===== src/rtl/dmem_arbiter.sv =====
// Two-master round-robin arbiter in front of a single-port data memory.
// Latency: request sampled at edge N, one-cycle ack pulse in the cycle after edge N+1; one transaction per 3 cycles.
// Backpressure: a master holds req and its fields until ack; other requests wait in IDLE, lost if dropped before grant.
module dmem_arbiter #(
  parameter int ADDR_W = 32,
  parameter int DATA_W = 32
) (
  input  logic              clk,
  input  logic              reset,
  input  logic              m0_req,
  input  logic              m0_we,
  input  logic [ADDR_W-1:0] m0_addr,
  input  logic [DATA_W-1:0] m0_wdata,
  output logic              m0_ack,
  output logic              m0_err,
  output logic [DATA_W-1:0] m0_rdata,
  input  logic              m1_req,
  input  logic              m1_we,
  input  logic [ADDR_W-1:0] m1_addr,
  input  logic [DATA_W-1:0] m1_wdata,
  output logic              m1_ack,
  output logic              m1_err,
  output logic [DATA_W-1:0] m1_rdata,
  output logic              mem_rd,
  output logic              mem_wr,
  output logic [ADDR_W-1:0] mem_addr,
  output logic [DATA_W-1:0] mem_wdata,
  input  logic [DATA_W-1:0] mem_rdata,
  output logic              busy
);

  typedef enum logic [1:0] {IDLE, ACCESS, DONE} state_t;

  state_t              state_q, state_d;
  logic                gnt_q, gnt_d;
  logic                we_q, we_d;
  logic [ADDR_W-1:0]   addr_q, addr_d;
  logic [DATA_W-1:0]   wdata_q, wdata_d;
  logic                err_q, err_d;
  logic                last_q, last_d;
  logic [DATA_W-1:0]   m0_rdata_q, m0_rdata_d;
  logic [DATA_W-1:0]   m1_rdata_q, m1_rdata_d;
  logic                mem_rd_q, mem_rd_d;
  logic                mem_wr_q, mem_wr_d;
  logic                m0_ack_q, m0_ack_d;
  logic                m1_ack_q, m1_ack_d;
  logic                m0_err_q, m0_err_d;
  logic                m1_err_q, m1_err_d;
  logic                busy_q, busy_d;

  logic                pick;
  logic                sel_we;
  logic [ADDR_W-1:0]   sel_addr;
  logic [DATA_W-1:0]   sel_wdata;
  logic                sel_err;
  logic [DATA_W-1:0]   rd_result;

  // On a tie the master that was not served last wins.
  assign pick      = (m0_req & m1_req) ? ~last_q : m1_req;
  assign sel_we    = pick ? m1_we    : m0_we;
  assign sel_addr  = pick ? m1_addr  : m0_addr;
  assign sel_wdata = pick ? m1_wdata : m0_wdata;
  assign sel_err   = (sel_addr[ADDR_W-1 -: 4] == 4'h4) | (sel_addr[1:0] != 2'b00);
  assign rd_result = (~we_q & ~err_q) ? mem_rdata : '0;

  always_comb begin
    state_d    = state_q;
    gnt_d      = gnt_q;
    we_d       = we_q;
    addr_d     = addr_q;
    wdata_d    = wdata_q;
    err_d      = err_q;
    last_d     = last_q;
    m0_rdata_d = m0_rdata_q;
    m1_rdata_d = m1_rdata_q;
    mem_rd_d   = 1'b0;
    mem_wr_d   = 1'b0;
    m0_ack_d   = 1'b0;
    m1_ack_d   = 1'b0;
    m0_err_d   = 1'b0;
    m1_err_d   = 1'b0;
    busy_d     = busy_q;
    case (state_q)
      IDLE: begin
        if (m0_req | m1_req) begin
          gnt_d    = pick;
          we_d     = sel_we;
          addr_d   = sel_addr;
          wdata_d  = sel_wdata;
          err_d    = sel_err;
          mem_rd_d = ~sel_we & ~sel_err;
          mem_wr_d = sel_we & ~sel_err;
          busy_d   = 1'b1;
          state_d  = ACCESS;
        end
      end
      ACCESS: begin
        if (gnt_q) m1_rdata_d = rd_result;
        else       m0_rdata_d = rd_result;
        last_d   = gnt_q;
        m0_ack_d = ~gnt_q;
        m1_ack_d = gnt_q;
        m0_err_d = ~gnt_q & err_q;
        m1_err_d = gnt_q & err_q;
        state_d  = DONE;
      end
      DONE: begin
        busy_d  = 1'b0;
        state_d = IDLE;
      end
      default: begin
        busy_d  = 1'b0;
        state_d = IDLE;
      end
    endcase
  end

  always_ff @(posedge clk or negedge reset) begin
    if (!reset) begin
      state_q    <= IDLE;
      gnt_q      <= 1'b0;
      we_q       <= 1'b0;
      addr_q     <= '0;
      wdata_q    <= '0;
      err_q      <= 1'b0;
      last_q     <= 1'b1;
      m0_rdata_q <= '0;
      m1_rdata_q <= '0;
      mem_rd_q   <= 1'b0;
      mem_wr_q   <= 1'b0;
      m0_ack_q   <= 1'b0;
      m1_ack_q   <= 1'b0;
      m0_err_q   <= 1'b0;
      m1_err_q   <= 1'b0;
      busy_q     <= 1'b0;
    end else begin
      state_q    <= state_d;
      gnt_q      <= gnt_d;
      we_q       <= we_d;
      addr_q     <= addr_d;
      wdata_q    <= wdata_d;
      err_q      <= err_d;
      last_q     <= last_d;
      m0_rdata_q <= m0_rdata_d;
      m1_rdata_q <= m1_rdata_d;
      mem_rd_q   <= mem_rd_d;
      mem_wr_q   <= mem_wr_d;
      m0_ack_q   <= m0_ack_d;
      m1_ack_q   <= m1_ack_d;
      m0_err_q   <= m0_err_d;
      m1_err_q   <= m1_err_d;
      busy_q     <= busy_d;
    end
  end

  // Address and data stay on the latches outside ACCESS; only the strobes qualify them.
  assign mem_addr  = addr_q;
  assign mem_wdata = wdata_q;
  assign mem_rd    = mem_rd_q;
  assign mem_wr    = mem_wr_q;
  assign m0_ack    = m0_ack_q;
  assign m1_ack    = m1_ack_q;
  assign m0_err    = m0_err_q;
  assign m1_err    = m1_err_q;
  assign m0_rdata  = m0_rdata_q;
  assign m1_rdata  = m1_rdata_q;
  assign busy      = busy_q;

endmodule


===== config.mk =====
export PLATFORM = sky130hd
export DESIGN_NAME = dmem_arbiter
export DESIGN_NICKNAME = d
export VERILOG_FILES = /design/src/rtl/dmem_arbiter.sv
export SDC_FILE = /design/constraint.sdc
export NUM_CORES = 1
export LEC_CHECK = 0
export CORE_ASPECT_RATIO = 1.25
export CORE_MARGIN = 8
export CORE_UTILIZATION = 44
export DETAILED_ROUTE_END_ITERATION = 8
export PLACE_DENSITY = 0.86
export SKIP_LAST_GASP = 1
export SLEW_MARGIN = 10
export SYNTH_ARGS = -nofsm -noshare
export SYNTH_HDL_FRONTEND = slang
export SYNTH_SLANG_ARGS = --single-unit

===== constraint.sdc =====
create_clock -name clk -period 3.85 [get_ports clk]
set_clock_uncertainty 0.05 [all_clocks]
set_input_delay 0.77 -clock clk [delete_from_list [all_inputs] [get_ports clk]]
set_output_delay 0.77 -clock clk [all_outputs]
set_load 0.01 [all_outputs]

# Word-level counts from Yosys, hierarchy flattened

Index checks and enable logic that the tools add are counted.

Bitwise logic cells: 15
Reduce and logical (&&, ||, !) cells: 6
Multiplexer cells: 17
Eq/ne operators: 3

Operators by type and width:

| operator             | number |
|---|---|
| $mux W32             | 3 |
| $mux W1              | 11 |
| $reduce_and A2 Y1    | 4 |
| $not A1 Y1           | 7 |
| $and A1 B1 Y1        | 6 |
| $eq A4 B3 Y1 const B | 1 |
| $pmux W2 S2          | 1 |
| $eq A2 B1 Y1 const B | 1 |
| $logic_not A2 Y1     | 1 |
| $mux W2              | 1 |
| $ne A2 B2 Y1 const B | 1 |
| $or A1 B1 Y1         | 2 |
| $pmux W1 S2          | 1 |
| $reduce_bool A2 Y1   | 1 |

Output and inout port bits: 135
Register bits after elaboration: 141
Input bits: 166
Word-level logic and storage cells: 57

# Depth between registers and ports, before layout

Depth after elaboration: 9
Gate-level depth with buffers: 6
Mapped depth without buffers: 4

# Worst setup path before layout

Ideal clock, no wire load.

Kind: input port to flip-flop
Start point: input m1_req
End point: register addr_q[26] (netlist: mem_addr[26])
Arrival time: 1.796 ns
Path buffers: 2
Library setup time: 0.125 ns
Slack: 1.879 ns
Stages on the path: 5
Required time: 3.675 ns
Cells stage by stage: a21boi_1 > buf_6 > buf_6 > mux2_1 > mux2_4

Word-level cells in the longest chain between the ends: 3
Elaborated cells between the ends (all ways): 5
Classes of those cells: mux: 2; bitwise: 2; reduce/logical: 1

Ends and longest elaborated chain:

| what                   | line | RTL |
|---|---|---|
| start: declaration     | 17   | `input logic m1_req,` |
| $and A1 B1 Y1          | 59   | `assign pick = (m0_req & m1_req) ? ~last_q : m1_req;` |
| $mux W1                | 59   |  |
| $mux W32               | 61   | `assign sel_addr = pick ? m1_addr : m0_addr;` |
| end signal: assignment | 140  | `addr_q <= addr_d;` |
| end: declaration       | 37   | `logic [ADDR_W-1:0] addr_q, addr_d;` |

Several ways; a longest one is shown, not always the timed one.
A chain may end at the register's enable or synchronous reset.

# Worst setup path in the final report

Start point: input m0_req
End point: register wdata_q[3] (netlist: mem_wdata[3])

Word-level cells in the longest chain between the ends: 3
Elaborated cells between the ends (all ways): 5
Classes of those cells: mux: 2; bitwise: 2; reduce/logical: 1

Ends and longest elaborated chain:

| what                   | line | RTL |
|---|---|---|
| start: declaration     | 10   | `input logic m0_req,` |
| $and A1 B1 Y1          | 59   |  |
| $mux W1                | 59   |  |
| $mux W32               | 62   | `assign sel_wdata = pick ? m1_wdata : m0_wdata;` |
| end signal: assignment | 141  | `wdata_q <= wdata_d;` |
| end: declaration       | 38   | `logic [DATA_W-1:0] wdata_q, wdata_d;` |

Several ways; a longest one is shown, not always the timed one.

==> reports/metrics.yaml <==
status: "finished, final reports clean"
nNetsFinal: 954
die_x_um: 122.2
std_cell_rows: 48
cts_tree: "yes"
syn_inst: 496
crit_type: "primary input to register"
cts-root-buf: "clkbuf_16"
drt-initial-drc-count: 242
drcViolationCount: 0
cellPowerDensity_nw_per_um2: 772.7
power.internal_w: 0.005030
leakage_nw: 4.120
grt_pass1_vias: 5584
cts_hold_buffers: 0
setup_viol: 0
die-area_um2: 18180
synth-seq-cells: 141
drive_gt1_share_pct: 14.73
yosys_warnings: 0
cp.arrival_ns: 2.75
worst_skew_pair.late_latency_ns: 0.41
syn_area_um2: 6206
ant_nets: 0
antenna_found_initial: 0
drt_first_pass_iters: 4
required_ns: 4.09
n_fill_cell: 982
synth_fp_nets: 662
tightest_slew_ns: 1.216
hold_viol_final: 0
port_buffers: 300
cts_resized: 0
seqPwrFrac_pct: 33.9
place_congestion: 0.7732
wl_per_cell_um: 19.79
place_ws_ns: 0.9168
cts_made_buffers: 17
yosysUniqueCellTypes: 30
comb_power_share_pct: 45.0
clk_path_buf_depth: 2
vias: 4913
clock_sinks: 141
drv_cap: 0
fin_crit_ns: 2.510
p_total_w: 0.007589
totalWireLength_um: 19310
dp_hpwl_um: 14840
ioPinCount: 301
placed_area_um2: 9246
grt_setup_unrepaired: "false"
synth.avg_cell_area_um2: 12.51
ir_drop_mv: 0.4057
crit_path_start_kind: "primary input"
cp_max_fo: 68
holdCritPathClass: "primary input to asynchronous set/reset pin"
grt_max_degree: 91
sw_frac_of_total_pct: 33.72
endpoint_kind: "register"
core_area_um2: 13810
power_switching_w: 0.002559
grt_pass1_wl_um: 30060
post-route-period-util_pct: 65.19
chipHeight_um: 148.8
drv_slew: 0
start_util_pct: 44.93
postCtsSetupBuffers: 0
grt_usage_pct: 21.26
stdcell_area_um2: 9822
antenna_cells: 0
max_freq_mhz: 398.4
avgViaCountPerCell: 5.034
clkTransAtPathRegs_ns: 0.07
tns_ns: 0
htree_levels: 4
power.share.clock_pct: 21.1
syn2layout_area_growth_pct: 58.27
grt-ovfl-total: 0
slew_headroom_pct: 18.92
timing.final.ws_setup_ns: 1.340
ys_seq_area_share_pct: 56.88
==> per-layer routing <==
| metal | share of wire [%] | GRT usage (%) | vias up | routed length [µm] |
|---|---|---|---|---|
| li1 | - | - | 2285 | - |
| met1 | 37 | 22.50 | 2377 | 7096 |
| met2 | 52 | 37.25 | 211 | 9953 |
| met3 | 8.2 | 7.311 | 40 | 1579 |
| met4 | 3.5 | 9.530 | 0 | 682 |
| met5 | 0 | 0 | - | 0 |
==> power groups by stage <==
stage          registers (W)  logic [W]  clock network (W)
2_1_floorplan        0.00284    0.00134                  0
3_3_place_gp         0.00254    0.00335                  0
3_5_place_dp         0.00258    0.00346                  0
4_1_cts              0.00257    0.00347            0.00163
5_1_grt              0.00265    0.00365            0.00170
6_report             0.00257    0.00341            0.00161
==> synth_stat cells <==
master | count | area share (%)
buf_2 | 6 | 0.48
inv_1 | 5 | 0.30
a31o_2 | 1 | 0.14
buf_4 | 4 | 0.48
nand2_1 | 98 | 5.9
dfrtp_1 | 140 | 56
clkbuf_1 | 11 | 0.67
mux2_2 | 51 | 9.3
mux2_1 | 60 | 11
buf_6 | 8 | 1.5
nand4bb_1 | 1 | 0.18
nand3_1 | 1 | 0.081
o31a_1 | 1 | 0.14
nand2b_1 | 1 | 0.10
a21boi_1 | 1 | 0.12
mux2_4 | 20 | 4.8
nand3b_1 | 2 | 0.24
buf_8 | 1 | 0.24
nand4_1 | 1 | 0.10
buf_12 | 2 | 0.65
a21oi_1 | 2 | 0.16
dfstp_2 | 1 | 0.42
or3_4 | 1 | 0.18
o21ai_0 | 62 | 5.0
o21ai_1 | 3 | 0.24
or4b_2 | 2 | 0.32
nor2_1 | 6 | 0.36
or3b_1 | 1 | 0.14
clkinv_4 | 1 | 0.14
nand4b_1 | 2 | 0.28
==> cells by family after synthesis <==
family                 count (synthesis)  share of synthesized area, %
AOI/OAI and AO/OA                     70                         5.807
DFF                                  141                         56.88
and+or+nand+nor                      116                         7.923
buffers and inverters                 38                         4.415
muxes                                131                         24.98
==> path summary, 6_finish.rpt <==
path,depth (start not counted),from,end,slack (ns)
worst max-delay path,5,m0_req,mem_wdata[3],1.34
worst min register to register,2,m0_rdata[1],m0_rdata[1],0.43
max in group asynchronous,2,reset,mem_wdata[17],2.47
worst min-delay path,1,reset,m1_rdata[26],0.35
min in group clk,2,m0_rdata[1],m0_rdata[1],0.43
worst max register to register,2,state_q[0],m0_rdata[0],1.89
==> registers in the layout, summed over array words and instances, names as in the netlist, 2 cells and up <==
| name | flops |
|---|---|
| state_q | 2 |
| m0_rdata | 32 |
| m1_rdata | 32 |
| mem_addr | 32 |
| mem_wdata | 32 |
==> critical path: stages <==
cell	delay, ns
clkdlybuf4s50_1	0.47
nor2_1	0.28
or3_4	0.23
clkinv_4	0.47
mux2_4	0.50
==> cells in the final DEF (no fill, tap or decap), drive strengths merged <==
master / instances
clkdlybuf4s50: 299
dfrtp: 140
mux2: 131
nand2: 98
o21ai: 65
clkbuf: 17
inv: 15
nor2: 6
buf: 6
clkinvlp: 3
nand3b: 2
or4b: 2
nand4b: 2
a21oi: 2
clkinv: 2
or3b: 1
a21boi: 1
nand4: 1
or3: 1
nand4bb: 1
nand2b: 1
nand3: 1
o31a: 1
a31o: 1
bufinv: 1
dfstp: 1
==> cell type report <==
class	instances	area [µm²]	area share [%]
Clock buffer	17	425.4	4.331
Tap cell	175	219.0	2.229
Multi-Input combinational cell	317	2416	24.60
Clock inverter	15	150.1	1.529
Inverter	6	27.53	0.2803
Timing Repair Buffer	305	3054	31.10
Sequential cell	141	3530	35.94
==> through the flow <==
stage	util (%)	hold slack [ns]	std cells
floorplan	-	0.3891	496
global placement	66.94	0.4121	944
detailed placement	66.94	0.4260	944
CTS	71.11	0.4003	976
global route	71.11	0.4285	976
finish	71.11	0.3506	976
No activity file was read; power rests on OpenSTA's default activity.
